--- config.mk ---
export PLATFORM = sky130hd
export DESIGN_NAME = pdp8_mem_arbiter
export DESIGN_NICKNAME = d
export VERILOG_FILES = /design/src/rtl/pdp8_mem_arbiter.sv
export SDC_FILE = /design/constraint.sdc
export NUM_CORES = 1
export LEC_CHECK = 0
export CAP_MARGIN = 20
export CORE_AREA = 2 2 91 93
export CTS_CLUSTER_DIAMETER = 30
export DETAILED_ROUTE_END_ITERATION = 16
export DIE_AREA = 0 0 93 95
export PLACE_DENSITY = 0.62
export SETUP_SLACK_MARGIN = 0.02
export SLEW_MARGIN = 10
export SYNTH_ARGS = -nofsm -noshare
export SYNTH_HDL_FRONTEND = slang
export SYNTH_SLANG_ARGS = --single-unit
--- constraint.sdc ---
create_clock -name clk -period 5.1 [get_ports clk]
set_input_delay 1.02 -clock clk [delete_from_list [all_inputs] [get_ports clk]]
set_output_delay 1.02 -clock clk [all_outputs]
set_load 0.01 [all_outputs]
--- src/rtl/pdp8_mem_arbiter.sv ---
// pdp8_mem_arbiter: round-robin IFU/EXEC arbiter sequencing one PDP-8 memory port with a watchdog.
module pdp8_mem_arbiter #(
    parameter int ADDR_WIDTH     = 12,
    parameter int DATA_WIDTH     = 12,
    parameter int TIMEOUT_CYCLES = 16
) (
    input  logic                  clk,
    input  logic                  reset_n,
    input  logic                  ifu_rd_req,
    input  logic [ADDR_WIDTH-1:0] ifu_rd_addr,
    output logic [DATA_WIDTH-1:0] ifu_rd_data,
    output logic                  ifu_rd_ack,
    input  logic                  exec_req,
    input  logic                  exec_we,
    input  logic [ADDR_WIDTH-1:0] exec_addr,
    input  logic [DATA_WIDTH-1:0] exec_wdata,
    output logic [DATA_WIDTH-1:0] exec_rd_data,
    output logic                  exec_ack,
    output logic                  mem_req,
    output logic                  mem_we,
    output logic [ADDR_WIDTH-1:0] mem_addr,
    output logic [DATA_WIDTH-1:0] mem_wdata,
    input  logic [DATA_WIDTH-1:0] mem_rdata,
    input  logic                  mem_rdy,
    output logic                  busy,
    output logic                  err_timeout
);
    typedef enum logic [1:0] {IDLE, BUSY, DONE} state_t;
    localparam logic [7:0] TIMEOUT = 8'(TIMEOUT_CYCLES);

    state_t                state, state_nxt;
    logic                  last_exec, last_exec_nxt;
    logic [7:0]            cnt, cnt_nxt, cnt_inc;
    logic                  pick_exec, finish;
    logic [DATA_WIDTH-1:0] rd_val;
    logic                  mem_req_nxt, mem_we_nxt, busy_nxt, err_nxt;
    logic [ADDR_WIDTH-1:0] mem_addr_nxt;
    logic [DATA_WIDTH-1:0] mem_wdata_nxt, ifu_rd_data_nxt, exec_rd_data_nxt;
    logic                  ifu_rd_ack_nxt, exec_ack_nxt;

    // last_exec doubles as the current grant while BUSY/DONE
    always_comb begin
        state_nxt        = state;
        last_exec_nxt    = last_exec;
        cnt_nxt          = cnt;
        mem_req_nxt      = mem_req;
        mem_we_nxt       = mem_we;
        mem_addr_nxt     = mem_addr;
        mem_wdata_nxt    = mem_wdata;
        ifu_rd_data_nxt  = ifu_rd_data;
        exec_rd_data_nxt = exec_rd_data;
        ifu_rd_ack_nxt   = 1'b0;
        exec_ack_nxt     = 1'b0;
        err_nxt          = err_timeout;
        rd_val           = '0;
        finish           = 1'b0;
        pick_exec        = exec_req && (!ifu_rd_req || !last_exec);
        cnt_inc          = cnt + 8'd1;
        case (state)
            IDLE: begin
                if (ifu_rd_req || exec_req) begin
                    state_nxt     = BUSY;
                    last_exec_nxt = pick_exec;
                    cnt_nxt       = '0;
                    mem_req_nxt   = 1'b1;
                    mem_we_nxt    = pick_exec && exec_we;
                    mem_addr_nxt  = pick_exec ? exec_addr : ifu_rd_addr;
                    mem_wdata_nxt = pick_exec ? exec_wdata : '0;
                end
            end
            BUSY: begin
                if (mem_rdy) begin
                    finish = 1'b1;
                    rd_val = mem_rdata;
                end else if (TIMEOUT != 8'd0 && cnt_inc == TIMEOUT) begin
                    finish  = 1'b1;
                    err_nxt = 1'b1;
                end else begin
                    cnt_nxt = cnt_inc;
                end
            end
            default: state_nxt = IDLE;
        endcase
        if (finish) begin
            state_nxt        = DONE;
            mem_req_nxt      = 1'b0;
            ifu_rd_ack_nxt   = !last_exec;
            exec_ack_nxt     = last_exec;
            ifu_rd_data_nxt  = (!mem_we && !last_exec) ? rd_val : ifu_rd_data;
            exec_rd_data_nxt = (!mem_we && last_exec) ? rd_val : exec_rd_data;
        end
        busy_nxt = state_nxt != IDLE;
    end

    always_ff @(posedge clk or negedge reset_n) begin
        if (!reset_n) begin
            state        <= IDLE;
            last_exec    <= 1'b1;
            cnt          <= '0;
            mem_req      <= 1'b0;
            mem_we       <= 1'b0;
            mem_addr     <= '0;
            mem_wdata    <= '0;
            ifu_rd_data  <= '0;
            exec_rd_data <= '0;
            ifu_rd_ack   <= 1'b0;
            exec_ack     <= 1'b0;
            busy         <= 1'b0;
            err_timeout  <= 1'b0;
        end else begin
            state        <= state_nxt;
            last_exec    <= last_exec_nxt;
            cnt          <= cnt_nxt;
            mem_req      <= mem_req_nxt;
            mem_we       <= mem_we_nxt;
            mem_addr     <= mem_addr_nxt;
            mem_wdata    <= mem_wdata_nxt;
            ifu_rd_data  <= ifu_rd_data_nxt;
            exec_rd_data <= exec_rd_data_nxt;
            ifu_rd_ack   <= ifu_rd_ack_nxt;
            exec_ack     <= exec_ack_nxt;
            busy         <= busy_nxt;
            err_timeout  <= err_nxt;
        end
    end
endmodule

==> results.py <==
metrics = {
    "outcome": {
        "status": "complete, no violations",
    },
    "detailed_routing": {
        "wl_microns": 6460,
        "antenna_left": 0,
        "drt_iter0_markers": 83,
        "via_per_inst": 4.84,
        "dr.pass1.iters": 6,
        "vias": 2119,
        "post_drt_wl_per_cell_microns": 14.7,
        "drc_errors": 0,
    },
    "worst_setup_path": {
        "cpLargestDelayFamily": "compound AO/OA/AOI/OAI gates",
        "slowest_stage": "a21boi_2",
        "reg2reg_slack_ns": 2.81,
        "ff2ff_path_depth": 6,
        "cp-startpoint": "exec_req",
        "worstPathArrival_ns": 3.06,
        "critPathRequiredTime_ns": 5.37,
        "worstSetupPathType": "in2reg",
        "crit_buf_inv": 1,
        "crit_path_max_fanout": 14,
        "reg2reg_from": "cnt[0]",
        "worst_setup_path_end_kind": "register",
        "r2r_end": "ifu_rd_data[11]",
        "startpoint_type": "input pin",
        "cp_cell_sequence": "clkdlybuf4s50_1 > a21boi_2 > and2_1 > a22o_1",
        "crit_path_max_incr_delay_ns": 0.75,
    },
    "min_path": {
        "hold_depth": 1,
        "hold_class": "reg2reg",
        "min-delay-start": "err_timeout",
        "holdPathEnd": "err_timeout",
    },
    "sta": {
        "fin_setup_tns_ns": 0,
        "setup_viol": 0,
        "hold_viol": 0,
        "fin_crit_sh_pct": 54.7,
        "skew_ns": 0.00937,
        "rsz0062_at_grt": "false",
        "drv_slew": 0,
        "fmax_mhz": 359,
        "slew_headroom_pct": 35.0,
        "period_needed_ns": 2.79,
        "max_slew.worst_pin.slew_ns": 0.972,
    },
    "die": {
        "die_w_microns": 93,
        "die_area_sq_um": 8840,
        "io_pins": 108,
        "rows": 33,
        "dieHeight_microns": 95,
        "initial_core_util_pct": 34.0,
        "coreArea_sq_um": 7930,
    },
    "global_route": {
        "grt_pass1_vias": 2144,
        "overflow": 0,
        "track_usage_pct": 15.4,
        "grt_start_max_net_pins": 66,
        "grt_pass1_wl_microns": 10500,
        "antenna_found_initial": 0,
    },
    "pwr": {
        "ir_worst_vdd_mv": 0.259,
        "leakagePower_nw": 1.81,
        "total_power_mw": 2.26,
        "power.density_nw_per_um2": 552,
    },
    "yosys": {
        "ys_seq_area_share_pct": 60.5,
        "synthCells": 223,
        "syn_area_sq_um": 2690,
        "ys_warn_count": 0,
        "post_synth.cell_area_avg_sq_um": 12.1,
        "synth_seq_cells": 65,
        "syn-num-nets": 279,
        "synth_cell_types": 34,
    },
    "clocking": {
        "clock_latency_ns": 0.33,
        "ctsRootBufferMaster": "clkbuf_8",
        "cts.reportedPaths.clkPinSlew_ns": 0.08,
        "cts_buffer_depth": 2,
        "cts_resized": 0,
        "htree_levels": 3,
        "post_cts_buffers": 0,
        "hold_buffers": 0,
        "cts_tree": "done",
        "cts.sinks": 65,
        "numCtsBuffers": 9,
    },
    "placement": {
        "io_buffer_count": 107,
        "gp_congestion": 0.761,
        "hpwl_microns": 4450,
    },
    "finish": {
        "n_antenna_cell": 0,
        "final_common_cell": "clkdlybuf4s50_1",
        "drive_above_1_share_pct": 7.81,
        "syn_to_final_growth_pct": 52.2,
        "num-nets-final": 384,
        "layout_common_cells": "clkdlybuf4s50_1 (106), dfrtp_1 (64), a22o_1 (37), o21ai_0 (17), nand2_1 (16)",
    },
    "run": {
        "max-cap-violations": 0,
    },
}
## power by group
group	internal, mW	total, mW	leakage [nW]	switching [mW]
combinational	0.508	0.889	0.868	0.381
clock	0.328	0.533	0.117	0.206
sequential	0.720	0.839	0.827	0.120
total	1.56	2.26	1.81	0.706
## worst reg2reg max path, delay by kind of cell, from the launching register on
kind                       cells  cell delay, ns
AOI/OAI and AO/OA              4            1.26
and+or+nand+nor                1            0.20
adders and majority gates      1            0.28
DFF                            1            0.44
## synth_stat cells (all sizes together)
cell type   n  area share (%)
nor2        7            0.98
inv         7            0.98
a21o        3            0.84
nor2b       1            0.23
buf         3            0.56
a2111oi     1             1.0
and3        1            0.23
and4        1            0.42
nand4       2            0.46
xnor2       2            0.65
nor3b       1            0.28
mux2i      15             5.6
dfstp       1            0.98
a211oi      1            0.28
a211o       1            0.33
a21bo       1            0.37
o21ai      21             4.2
and2        3            0.70
a22o       37              12
or2         1            0.23
a21boi      1            0.28
clkbuf     11             1.5
nor3        3            0.56
dfrtp      64              59
o21bai      1            0.28
a31oi       3            0.70
nand3       6             1.1
xor2        2            0.65
nand2b      2            0.46
nand2      16             2.2
or3         2            0.46
ha          2            0.93
## cell type report
type,instances,area [sq um]
fillers,707,3830
flip-flops and latches,65,1630
repair buffers,108,1070
multi-input cells,137,997
well taps,105,131
clock buffers,10,128
clock inverters,6,115
inverters,7,26.3
## stage by stage
stage                     setup WS, ns  area, sq um  utilization (%)  std cells  hold WS [ns]
after floorplan                   2.88         2690                -        223         0.487
after global routing              2.17         4100             51.7        438         0.491
after CTS                         2.28         4100             51.7        438         0.475
after global placement            1.98         3860             48.6        422         0.443
after detailed placement          1.91         3860             48.6        422         0.445
final                             2.31         4100             51.7        438         0.474
## state kept, by name, indices dropped and copies added (netlist names)
| name | cells |
|---|---|
| state | 2 |
| mem_we | 1 |
| ifu_rd_ack | 1 |
| busy | 1 |
| mem_wdata | 12 |
| mem_addr | 12 |
| last_exec | 1 |
| exec_rd_data | 12 |
| cnt | 8 |
| mem_req | 1 |
| exec_ack | 1 |
| err_timeout | 1 |
| ifu_rd_data | 12 |
## worst max-delay path by stage
| stage | endpoint | slack (ns) | cells after the start |
|---|---|---|---|
| floorplan | mem_addr[2] | 2.88 | 4 |
| detailed placement | mem_wdata[1] | 1.91 | 4 |
| global route | mem_wdata[6] | 2.17 | 4 |
| global placement | mem_wdata[6] | 1.98 | 4 |
| CTS | mem_wdata[1] | 2.28 | 4 |
| finish | mem_wdata[1] | 2.31 | 4 |
## cell families (layout without fill, tap and decap cells)
family	count (synthesis)	count (layout)	synth area share, %
compound gates	70	70	20.3
flops	65	65	60.5
simple gates	46	46	8.36
buf+inv	21	131	3.07
mux	15	15	5.58
xor+xnor	4	4	1.30
fa+ha+maj	2	2	0.929
## layer usage
metal	up-vias	share of wire, %	GRT usage [%]
met3	4	7.1	4.31
li1	1021	-	-
met4	0	0.76	6.62
met2	82	45	23.1
met5	-	0	0
met1	1012	47	21.0
Note: power is estimated with default switching activity, not from simulation.
